**src/rtl/regfile_wb_arbiter_pkg.sv**
```systemverilog
// Shared constants and FSM state encoding for the regfile writeback arbiter.
// Package items are used by regfile_wb_arbiter and regarb_scoreboard.
package regfile_wb_arbiter_pkg;
  localparam int DWORD_DEF = 32;
  localparam logic [4:0] REG_ZERO = 5'b00000;

  typedef enum logic [1:0] {
    RA_IDLE  = 2'b00,
    RA_WAIT  = 2'b01,
    RA_FORCE = 2'b10
  } ra_state_e;
endpackage

```
**src/rtl/regarb_scoreboard.sv**
```systemverilog
// Pending-write scoreboard: one busy bit per architectural register.
// r0 can never be busy because writes to it are discarded.
module regarb_scoreboard
  import regfile_wb_arbiter_pkg::*;
#(
  parameter int AWIDTH = 5
) (
  input  logic                     clk,
  input  logic                     rst,
  input  logic                     clr_en,
  input  logic [AWIDTH-1:0]        clr_addr,
  input  logic                     set_en,
  input  logic [AWIDTH-1:0]        set_addr,
  output logic [(1<<AWIDTH)-1:0]   busy
);
  localparam int NREG = 1 << AWIDTH;

  logic [NREG-1:0] busy_q, busy_d;

  // Clear first, then set, so a retiring op and a new op to the same
  // register leave the register marked busy.
  always_comb begin
    busy_d = busy_q;
    if (clr_en) busy_d[clr_addr] = 1'b0;
    if (set_en) busy_d[set_addr] = 1'b1;
    busy_d[REG_ZERO] = 1'b0;
  end

  always_ff @(posedge clk) begin
    if (rst) busy_q <= '0;
    else     busy_q <= busy_d;
  end

  assign busy = busy_q;
endmodule

```
**src/rtl/regfile_wb_arbiter.sv**
```systemverilog
// Arbitrates the single regfile write port between WB (fixed priority) and the
// multi-cycle unit. Starvation guard FSM is built only with REGARB_STARVE_GUARD_EN.
module regfile_wb_arbiter
  import regfile_wb_arbiter_pkg::*;
#(
  parameter int DWORD    = DWORD_DEF,
  parameter int AWIDTH   = 5,
  parameter int MAX_WAIT = 4
) (
  input  logic                   clk,
  input  logic                   rst,
  input  logic                   wb_w,
  input  logic [AWIDTH-1:0]      wb_addr,
  input  logic [DWORD-1:0]       wb_data,
  input  logic                   mc_issue,
  input  logic [AWIDTH-1:0]      mc_issue_addr,
  input  logic                   mc_valid,
  input  logic [AWIDTH-1:0]      mc_addr,
  input  logic [DWORD-1:0]       mc_data,
  output logic                   mc_ready,
  output logic                   rf_w,
  output logic [AWIDTH-1:0]      rf_w_addr,
  output logic [DWORD-1:0]       rf_w_data,
  output logic [(1<<AWIDTH)-1:0] busy,
  output logic                   pipe_stall
);
  if (MAX_WAIT < 1) begin : g_bad_cfg
    $error("regfile_wb_arbiter: MAX_WAIT must be at least 1");
  end

  logic mc_xfer;

  // WB always owns the port; FORCE only freezes WB upstream, so the grant
  // rule is identical with or without the starvation guard.
  assign mc_ready = !rst && !wb_w;
  assign mc_xfer  = mc_valid && mc_ready;

  logic                rf_w_q;
  logic [AWIDTH-1:0]   rf_w_addr_q;
  logic [DWORD-1:0]    rf_w_data_q;

  always_ff @(posedge clk) begin
    if (rst) begin
      rf_w_q      <= 1'b0;
      rf_w_addr_q <= '0;
      rf_w_data_q <= '0;
    end else if (wb_w) begin
      rf_w_q      <= (wb_addr != AWIDTH'(REG_ZERO));
      rf_w_addr_q <= wb_addr;
      rf_w_data_q <= wb_data;
    end else if (mc_xfer) begin
      rf_w_q      <= (mc_addr != AWIDTH'(REG_ZERO));
      rf_w_addr_q <= mc_addr;
      rf_w_data_q <= mc_data;
    end else begin
      rf_w_q      <= 1'b0;
    end
  end

  assign rf_w      = rf_w_q;
  assign rf_w_addr = rf_w_addr_q;
  assign rf_w_data = rf_w_data_q;

  regarb_scoreboard #(.AWIDTH(AWIDTH)) u_scoreboard (
    .clk      (clk),
    .rst      (rst),
    .clr_en   (mc_xfer),
    .clr_addr (mc_addr),
    .set_en   (mc_issue),
    .set_addr (mc_issue_addr),
    .busy     (busy)
  );

`ifdef REGARB_STARVE_GUARD_EN
  localparam int CNT_W = $clog2(MAX_WAIT + 1);

  ra_state_e        state_q, state_d;
  logic [CNT_W-1:0] cnt_q, cnt_d;
  logic             stalled;

  assign stalled = mc_valid && !mc_ready;

  always_ff @(posedge clk) begin
    if (rst) begin
      state_q <= RA_IDLE;
      cnt_q   <= '0;
    end else begin
      state_q <= state_d;
      cnt_q   <= cnt_d;
    end
  end

  // The IDLE stalled cycle counts as the first one, so FORCE is reached
  // after exactly MAX_WAIT consecutive stalled cycles.
  always_comb begin
    state_d = state_q;
    cnt_d   = cnt_q;
    case (state_q)
      RA_IDLE: begin
        if (stalled) begin
          state_d = (MAX_WAIT <= 1) ? RA_FORCE : RA_WAIT;
          cnt_d   = CNT_W'(1);
        end
      end
      RA_WAIT: begin
        if (mc_xfer || !mc_valid) begin
          state_d = RA_IDLE;
          cnt_d   = '0;
        end else if (cnt_q == CNT_W'(MAX_WAIT - 1)) begin
          state_d = RA_FORCE;
        end else begin
          cnt_d = cnt_q + CNT_W'(1);
        end
      end
      RA_FORCE: begin
        if (mc_xfer) begin
          state_d = RA_IDLE;
          cnt_d   = '0;
        end
      end
      default: begin
        state_d = RA_IDLE;
        cnt_d   = '0;
      end
    endcase
  end

  assign pipe_stall = (state_q == RA_FORCE);
`else
  assign pipe_stall = 1'b0;
`endif
endmodule

```
**config.mk**
```make
export PLATFORM = sky130hd
export DESIGN_NAME = regfile_wb_arbiter
export DESIGN_NICKNAME = d
export VERILOG_FILES = /design/src/rtl/regfile_wb_arbiter_pkg.sv /design/src/rtl/regarb_scoreboard.sv /design/src/rtl/regfile_wb_arbiter.sv
export SDC_FILE = /design/constraint.sdc
export NUM_CORES = 1
export LEC_CHECK = 0
export BUFFER_PORTS_ARGS = -buffer_cell sky130_fd_sc_hd__buf_2
export CAP_MARGIN = 10
export CORE_MARGIN = 2
export CORE_UTILIZATION = 35
export DETAILED_ROUTE_END_ITERATION = 10
export MAX_ROUTING_LAYER = met4
export PLACE_DENSITY = 0.72
export SLEW_MARGIN = 20
export SYNTH_ARGS = -nofsm -noshare
export SYNTH_HDL_FRONTEND = slang
export SYNTH_SLANG_ARGS = --single-unit
```
**constraint.sdc**
```tcl
create_clock -name clk -period 2.35 [get_ports clk]
set_clock_uncertainty 0.2 [all_clocks]
set_input_delay 0.47 -clock clk [delete_from_list [all_inputs] [get_ports clk]]
set_output_delay 0.47 -clock clk [all_outputs]
set_load 0.005 [all_outputs]
```
==> results of run 1 <==
[routing by layer]
layer / up-vias / share of wire, % / global-route usage [%]
met5: - / 0 / -
met4: 0 / 1.4 / 6.93
met3: 12 / 8.6 / 4.48
met2: 152 / 47 / 30.8
met1: 1430 / 43 / 24.7
li1: 1520 / - / -
[cells in the final DEF, fill, tap and decap left out, drive strengths merged]
cell and n:
a21oi 38, buf 162, bufinv 1, clkbuf 12
clkinv 2, clkinvlp 1, conb 2, dfxtp 69
inv 2, mux2 37, nand2 78, nand2b 5
nand3 1, nand3b 3, nand4 1, nand4b 1
nand4bb 1, nor2 2, nor3b 1, o21ai 32
o311ai 32, or2 2, or3 1, or3b 2
or4 1, or4b 1
[through the flow]
stage | hold slack, ps | area, µm² | setup WS (ps) | util [%] | power [mW]
after CTS | 158 | 4060 | 445 | 48.9 | 2.59
after global routing | 162 | 4060 | 381 | 48.9 | 2.68
after detailed placement | 268 | 3870 | 279 | 46.6 | 1.63
after global placement | 263 | 3870 | 295 | 46.6 | 1.62
after floorplan | 263 | 3030 | 472 | - | 1.46
final | 176 | 4060 | 458 | 48.9 | 2.57
[kinds of logic (layout without fill, tap and decap cells)]
| logic type | after synthesis | count (layout) |
|---|---|---|
| compound gates | 102 | 102 |
| simple gates | 100 | 100 |
| flops | 69 | 69 |
| mux | 37 | 37 |
| buf+inv | 28 | 180 |
| other cells | 1 | 2 |
[worst min path at each step]
stage,start,endpoint,slack [ps]
CTS,wb_data[30],rf_w_data[30]$_SDFFE_PP0P_,160
detailed placement,u_scoreboard.busy[8]$_SDFF_PP0_,u_scoreboard.busy[8]$_SDFF_PP0_,270
floorplan,u_scoreboard.busy[10]$_SDFF_PP0_,u_scoreboard.busy[10]$_SDFF_PP0_,260
finish,wb_data[18],rf_w_data[18]$_SDFFE_PP0P_,180
global route,wb_data[1],rf_w_data[1]$_SDFFE_PP0P_,160
global placement,u_scoreboard.busy[8]$_SDFF_PP0_,u_scoreboard.busy[8]$_SDFF_PP0_,260
[sequential cells by signal (all words and copies together) (netlist names)]
name,count
rf_w_data,32
u_scoreboard.busy,31
rf_w_addr,5
rf_w,1
[critical path, stage by stage]
cell and delay, ps:
buf_2 160, buf_4 380, nor2_1 70, buf_2 130
[final cells by class]
type / count / area (µm²) / area share [%]
clock inverter: 4 / 47.5 / 1.17
sequential: 69 / 1380 / 34.0
timing repair buffer: 162 / 833 / 20.5
clock buffer: 12 / 145 / 3.58
inverter: 2 / 7.51 / 0.185
multi-input combinational: 241 / 1510 / 37.3
tap: 105 / 131 / 3.24
[power by group]
part           leakage [nW]  switching (mW)  internal [mW]
Combinational          1.22           0.185          0.177
Clock                0.0964           0.445          0.517
Sequential            0.565          0.0225           1.22
==> impl_metrics.py, run 1 <==
metrics = {
    "synth": {
        "synth_top_area_share_pct": 45.7,
        "synth_cells": 337,
        "synth_area_um2": 3020,
        "yosys.area_share.simple_pct": 14.9,
        "synth-xor-area-share_pct": 0,
        "synthTopCellsByArea": "dfxtp_1 46%, mux2_2 14%, nand2_1 9.7%",
        "ys_ff_latch": 69,
        "yosys_warnings": 0,
        "synth_top_family_by_area": "compound AO/OA/AOI/OAI gates",
        "synth_commonest_cells": "78 x nand2_1, 69 x dfxtp_1, 38 x a21oi_1",
        "synth.avg_cell_area_um2": 8.97,
        "synth_edf_count": 0,
        "synth_compound_area_share_pct": 21.1,
        "yosysTopAreaCell": "dfxtp_1",
        "ys_types": 29,
        "ys_async_sr_fraction_pct": 0,
        "yosys.area_share.adder_pct": 0,
        "yosysMostFrequentCell": "nand2_1",
        "synth_flop_cell": "dfxtp_1",
        "synth_mux_area_share_pct": 13.8,
        "yosysSeqAreaShare_pct": 45.7,
    },
    "timing": {
        "finalCriticalPeriod_ps": 1890,
        "period_share_pct": 80.5,
        "rsz0062_at_grt": "no",
        "finalSetupViolCount": 0,
        "tns_ps": 0,
        "finalHoldViolCount": 0,
        "fmaxAchievable_ghz": 0.528,
        "maxSlewViolCount": 0,
    },
    "floorplanning": {
        "die_w_um": 96.9,
        "dieArea_um2": 9400,
        "die_h_um": 96.9,
        "rows": 33,
        "core-area_um2": 8300,
        "start_util_pct": 36.4,
        "io_pins": 156,
    },
    "worst_setup_path": {
        "startpoint_type": "input port",
        "crit_start": "rst",
        "critical_path.endpoint_type": "output pin",
        "r2r-start": "rf_w_data[29]$_SDFFE_PP0P_",
        "cp_max_fo": 36,
        "r2r_cells": 3,
        "r2r-end": "rf_w_data[29]$_SDFFE_PP0P_",
        "critPathRequiredTime_ps": 1680,
        "crit_arrival_ps": 1220,
        "worst-setup-path-type": "in -> out",
        "crit_path_end": "mc_ready",
        "r2r_setup_slack_ps": 1310,
    },
    "clock_tree": {
        "cts_tree": "yes",
        "cts-htree-levels": 3,
        "cts_buffers": 9,
        "clock_latency_ps": 340,
        "postCtsSetupRepairBufs": 0,
        "cts_resized": 0,
        "cts_buffer_depth": 2,
        "cts_sinks": 69,
        "holdBufCountCts": 0,
        "cts_root_buffer": "clkbuf_8",
        "clk_pin_slew_ps": 70,
    },
    "placement": {
        "port_buffers": 153,
        "dp.final_hpwl_um": 6660,
        "place_congestion": 0.828,
        "place_inst": 579,
    },
    "global_routing": {
        "grt.total_usage_pct": 19.6,
        "antenna_found_initial": 0,
        "grt_max_degree": 37,
        "first_global_vias": 2952,
        "grt-ovfl-total": 0,
        "grt_pass1_wl_um": 14700,
    },
    "final_layout": {
        "finalNonFillerCells": 595,
        "fillers": 825,
        "areaGrowthSynthToFinish_pct": 34.3,
        "diodes": 0,
        "nets": 569,
        "drive_gt1_share_pct": 44.7,
    },
    "pwr": {
        "p_leak_nw": 1.88,
        "power.density_nw_per_um2": 632,
        "ir_drop_v": 0.000260,
    },
    "detailed_routing": {
        "first_pass_iters": 4,
        "drt-initial-drc-count": 139,
        "drc": 0,
        "num_vias": 3114,
        "via_per_inst": 5.23,
        "drtAntennaViolNets": 0,
        "wl_um": 9040,
        "wl_per_cell_um": 15.2,
    },
    "worst_hold_path": {
        "hold-path-cell-count": 3,
        "hold_class": "in -> reg",
    },
    "status": {
        "outcome": "finished, final reports clean",
    },
    "flow_run": {
        "maxCapViolCount": 0,
    },
}
No activity file was read; power rests on OpenSTA's default activity.
==> inputs of run 2 (changes only) <==
PLACE_DENSITY = 0.75   (was 0.72)
clock period = 1.7 ns   (was 2.35 ns; I/O delays follow)
==> run 2 against run 1 <==
Against the previous run: largest power group unchanged; cell count increased by 0.84%; combinational power rose by 42%; die area did not move.
==> impl_metrics.py, run 2 (same netlist as run 1, synthesis figures left out) <==
metrics = {
    "placement": {
        "dp.final_hpwl_um": 6620,
        "place_congestion": 0.806,
        "pre_cts_ws_ps": -238,
        "port_buffers": 153,
        "dpl-instance-area_um2": 3920,
        "place_inst": 583,
    },
    "timing": {
        "finalSetupViolCount": 0,
        "finalCriticalPeriod_ps": 1660,
        "period_share_pct": 97.4,
        "layout_setup_ws_ps": 44.9,
        "maxSlewViolCount": 0,
        "finalHoldViolCount": 0,
        "fmaxAchievable_ghz": 0.604,
    },
    "final_layout": {
        "final_cell_mix": "153 x buf_2, 78 x nand2_1, 69 x dfxtp_1",
        "final_common_cell": "buf_2",
        "fillers": 779,
        "multiInputGateArea_um2": 1510,
        "layout.area.seq_um2": 1380,
        "drive_gt1_share_pct": 45.5,
        "largest_register_ffs": 32,
        "areaGrowthSynthToFinish_pct": 37.8,
        "nets": 573,
        "final_cell_area_um2": 4170,
        "finalNonFillerCells": 600,
        "fin_util_pct": 50.2,
    },
    "worst_setup_path": {
        "critPathRequiredTime_ps": 1160,
        "crit_arrival_ps": 1120,
        "startpoint_type": "input port",
        "r2r-start": "rf_w_data[15]$_SDFFE_PP0P_",
        "critical_path.endpoint_type": "output pin",
        "r2r_cells": 3,
        "r2r_setup_slack_ps": 680,
        "r2r-end": "rf_w_data[15]$_SDFFE_PP0P_",
        "worst-setup-path-type": "in -> out",
        "cp_max_fo": 34,
    },
    "clock_tree": {
        "holdBufCountCts": 0,
        "clk_pin_slew_ps": 80,
        "clock_latency_ps": 330,
        "cts_tree": "yes",
        "cts_buffers": 9,
        "cts_root_buffer": "clkbuf_8",
        "postCtsSetupRepairBufs": 0,
        "cts_sinks": 69,
        "cts-htree-levels": 3,
        "cts_buffer_depth": 2,
    },
    "detailed_routing": {
        "wl_per_cell_um": 15.3,
        "wl_um": 9180,
        "drtAntennaViolNets": 0,
        "first_pass_iters": 4,
        "drc": 0,
        "drt-initial-drc-count": 124,
        "num_vias": 3138,
        "via_per_inst": 5.23,
    },
    "global_routing": {
        "grt.total_usage_pct": 19.8,
        "first_global_vias": 2971,
        "grt_pass1_wl_um": 14800,
        "antenna_found_initial": 1,
        "grt-ovfl-total": 0,
        "grt_max_degree": 41,
    },
    "status": {
        "outcome": "finished, final reports clean",
    },
    "flow_run": {
        "maxCapViolCount": 0,
    },
    "pwr": {
        "ir_drop_v": 0.000573,
        "power.density_nw_per_um2": 906,
        "p_leak_nw": 1.93,
    },
    "worst_hold_path": {
        "hold_class": "in -> reg",
        "hold_start": "wb_data[2]",
        "hold-path-cell-count": 3,
        "whs_endpoint": "rf_w_data[2]$_SDFFE_PP0P_",
    },
    "floorplanning": {
        "core-area_um2": 8300,
        "die_h_um": 96.9,
        "rows": 33,
        "start_util_pct": 36.4,
        "die_w_um": 96.9,
        "io_pins": 156,
        "dieArea_um2": 9400,
    },
}
## run 2: timing repair
action / CTS / global route
gates cloned: 0 / 0
gates resized for setup: 1 / 2
setup endpoints to repair: 1 / 2
## run 2: worst max-delay path by stage
stage | from | endpoint | slack (ps) | cells past startpoint
floorplan | rst | u_scoreboard.busy[24]$_SDFF_PP0_ | -40 | 5
global placement | mc_addr[2] | u_scoreboard.busy[11]$_SDFF_PP0_ | -180 | 4
detailed placement | mc_addr[2] | u_scoreboard.busy[11]$_SDFF_PP0_ | -240 | 4
CTS | wb_w | mc_ready | 20 | 5
global route | mc_valid | u_scoreboard.busy[6]$_SDFF_PP0_ | -7 | 6
finish | rst | mc_ready | 40 | 5
## run 2: report_power, final
part / leakage [nW] / total, mW / internal (mW) / switching, mW
Clock: 0.120 / 1.54 / 0.909 / 0.633
Combinational: 1.25 / 0.514 / 0.256 / 0.258
Sequential: 0.565 / 1.72 / 1.68 / 0.0322
Total: 1.93 / 3.77 / 2.85 / 0.923
## run 2: through the flow
stage | total power [mW] | hold slack [ps] | TNS (ps)
after global placement | 2.25 | 261 | -4740
after CTS | 3.81 | 17.0 | 0
after global routing | 3.94 | 24.5 | -6.64
after floorplan | 2.02 | 263 | -497
final | 3.77 | 37.3 | 0
after detailed placement | 2.27 | 266 | -6910
## run 2: metal layers
metal	GRT usage (%)	wire length, µm
met4	4.23	125
met1	23.7	3970
met3	5.92	715
met5	-	0
met2	33.0	4360
## run 2: final cells by class
type,instances,area share [%]
multi-input combinational,241,36.3
tap,105,3.15
clock buffer,11,3.63
antenna,1,0.0601
sequential,69,33.2
inverter,2,0.180
timing repair buffer,166,21.5
clock inverter,5,1.98
## run 2: critical path, stage by stage
cell,delay (ps)
buf_2,100
buf_4,180
buf_6,280
nor2_1,70
buf_2,130
==> inputs of run 3 (changes only) <==
CELL_PAD_IN_SITES_DETAIL_PLACEMENT = 0   (was unset)
CELL_PAD_IN_SITES_GLOBAL_PLACEMENT = 1   (was unset)
CORE_ASPECT_RATIO = 1.1   (was unset)
CORE_UTILIZATION = 29   (was 35)
GPL_ROUTABILITY_DRIVEN = 0   (was unset)
PLACE_DENSITY = 0.84   (was 0.75)
==> run 3 against run 2 <==
Against the previous run: die area up 20%; cell count up 4.0%; worst setup slack better by 45 ps; maximum frequency up 2.8%; clock power up 39%; wire length up 5.0%; via count up 1.8%; global-route usage down 2.2 points; sequential share of layout area down 1.2 points; design area up 3.8%; critical endpoint unchanged; largest cell class unchanged; largest power group is now clock; highest routed layer unchanged.
==> impl_metrics.py, run 3 (same netlist as run 1, synthesis figures left out) <==
metrics = {
    "worst_setup_path": {
        "cp_max_fo": 17,
        "crit_start": "rst",
        "crit_arrival_ps": 1070,
        "startpoint_type": "input port",
        "critical_path.endpoint_type": "output pin",
        "critPathRequiredTime_ps": 1160,
        "r2r-start": "rf_w_data[18]$_SDFFE_PP0P_",
        "worst-setup-path-type": "in -> out",
    },
    "final_layout": {
        "largest_register_ffs": 32,
        "finalNonFillerCells": 624,
        "final_common_cell": "buf_2",
        "final_cell_mix": "153 x buf_2, 78 x nand2_1, 69 x dfxtp_1",
        "layout.area.seq_um2": 1380,
        "fillers": 1050,
        "drive_gt1_share_pct": 46.1,
        "final_cell_area_um2": 4320,
        "diodes": 0,
        "nets": 580,
        "areaGrowthSynthToFinish_pct": 43.0,
        "multiInputGateArea_um2": 1510,
    },
    "global_routing": {
        "first_global_vias": 3221,
        "grt_max_degree": 32,
        "antenna_found_initial": 0,
        "grt.total_usage_pct": 17.6,
        "grt-ovfl-total": 0,
        "grt_pass1_wl_um": 15200,
    },
    "timing": {
        "finalCriticalPeriod_ps": 1610,
        "tns_ps": 0,
        "fmaxAchievable_ghz": 0.621,
        "whs_ps": 53.7,
        "finalHoldViolCount": 0,
        "rsz0062_at_grt": "no",
        "layout_setup_ws_ps": 90.3,
        "maxSlewViolCount": 0,
        "period_share_pct": 94.7,
        "finalSetupViolCount": 0,
    },
    "worst_hold_path": {
        "hold_start": "wb_data[3]",
        "hold_class": "in -> reg",
    },
    "clock_tree": {
        "cts_root_buffer": "clkbuf_16",
        "clk_pin_slew_ps": 60,
        "clock_latency_ps": 330,
        "cts-htree-levels": 3,
        "cts_buffer_depth": 2,
        "cts_tree": "yes",
        "cts_buffers": 9,
        "postCtsSetupRepairBufs": 0,
        "cts_sinks": 69,
    },
    "pwr": {
        "power.density_nw_per_um2": 1020,
        "ir_drop_v": 0.000412,
        "p_leak_nw": 2.00,
    },
    "detailed_routing": {
        "first_pass_iters": 4,
        "wl_um": 9640,
        "num_vias": 3195,
        "via_per_inst": 5.12,
        "drtAntennaViolNets": 0,
        "wl_per_cell_um": 15.4,
        "drt-initial-drc-count": 113,
        "drc": 0,
    },
    "placement": {
        "pre_cts_ws_ps": -230,
        "port_buffers": 153,
        "place_inst": 608,
        "dp.final_hpwl_um": 7020,
        "dpl-instance-area_um2": 3980,
    },
    "floorplanning": {
        "die_h_um": 111,
        "dieArea_um2": 11300,
        "core-area_um2": 10200,
        "io_pins": 156,
        "die_w_um": 101,
        "start_util_pct": 29.5,
        "rows": 39,
    },
    "flow_run": {
        "maxCapViolCount": 0,
    },
    "status": {
        "outcome": "finished, final reports clean",
    },
}
[run 3: cell types whose count changed in the layout (fill, tap and decap cells not counted), moves of 2 or more]
cell,before,now
buf_6,2,0
clkbuf_16,0,9
buf_4,9,19
clkbuf_8,11,0
[run 3: layer usage]
layer	GRT usage, %	share of wire, %	vias to the layer above
met4	9.19	2.5	0
li1	-	-	1543
met1	20.9	43	1489
met5	-	0	-
met2	28.1	48	139
met3	2.90	6.8	24
[run 3: power by group]
| group | total (mW) | leakage, nW | internal, mW | switching [mW] |
|---|---|---|---|---|
| logic | 0.526 | 1.27 | 0.262 | 0.264 |
| clock network | 2.14 | 0.163 | 1.43 | 0.711 |
| registers | 1.72 | 0.565 | 1.69 | 0.0325 |
| total | 4.39 | 2.00 | 3.38 | 1.01 |
[run 3: worst paths after layout]
check / cells past startpoint / end / slack (ps)
hold reg to reg: 2 / u_scoreboard.busy[17]$_SDFF_PP0_ / 280
setup / recovery: 5 / mc_ready / 90
hold / removal: 3 / rf_w_data[3]$_SDFFE_PP0P_ / 50
setup reg to reg: 3 / rf_w_data[18]$_SDFFE_PP0P_ / 690
[run 3: critical path, cell delays in order]
cell and delay [ps]:
buf_2 110, buf_4 180, buf_4 250, nor2_1 60, buf_2 130
[run 3: layout make-up]
class | instances | area share [%]
Multi-Input combinational cell | 241 | 35.0
Sequential cell | 69 | 31.9
Timing Repair Buffer | 173 | 21.5
Clock buffer | 10 | 5.30
Tap cell | 123 | 3.56
Clock inverter | 6 | 2.58
Inverter | 2 | 0.174
[run 3: timing repair]
item                                    4_1_cts  5_1_grt
hold buffers                                  0        0
endpoints found under the setup margin        0        1
resized for setup                             0        1
[run 3: per-stage QoR]
stage	util (%)	total power [mW]
after floorplan	-	2.02
after global placement	38.9	2.27
after detailed placement	38.9	2.28
after CTS	42.2	4.44
after global routing	42.2	4.57
final	42.2	4.39
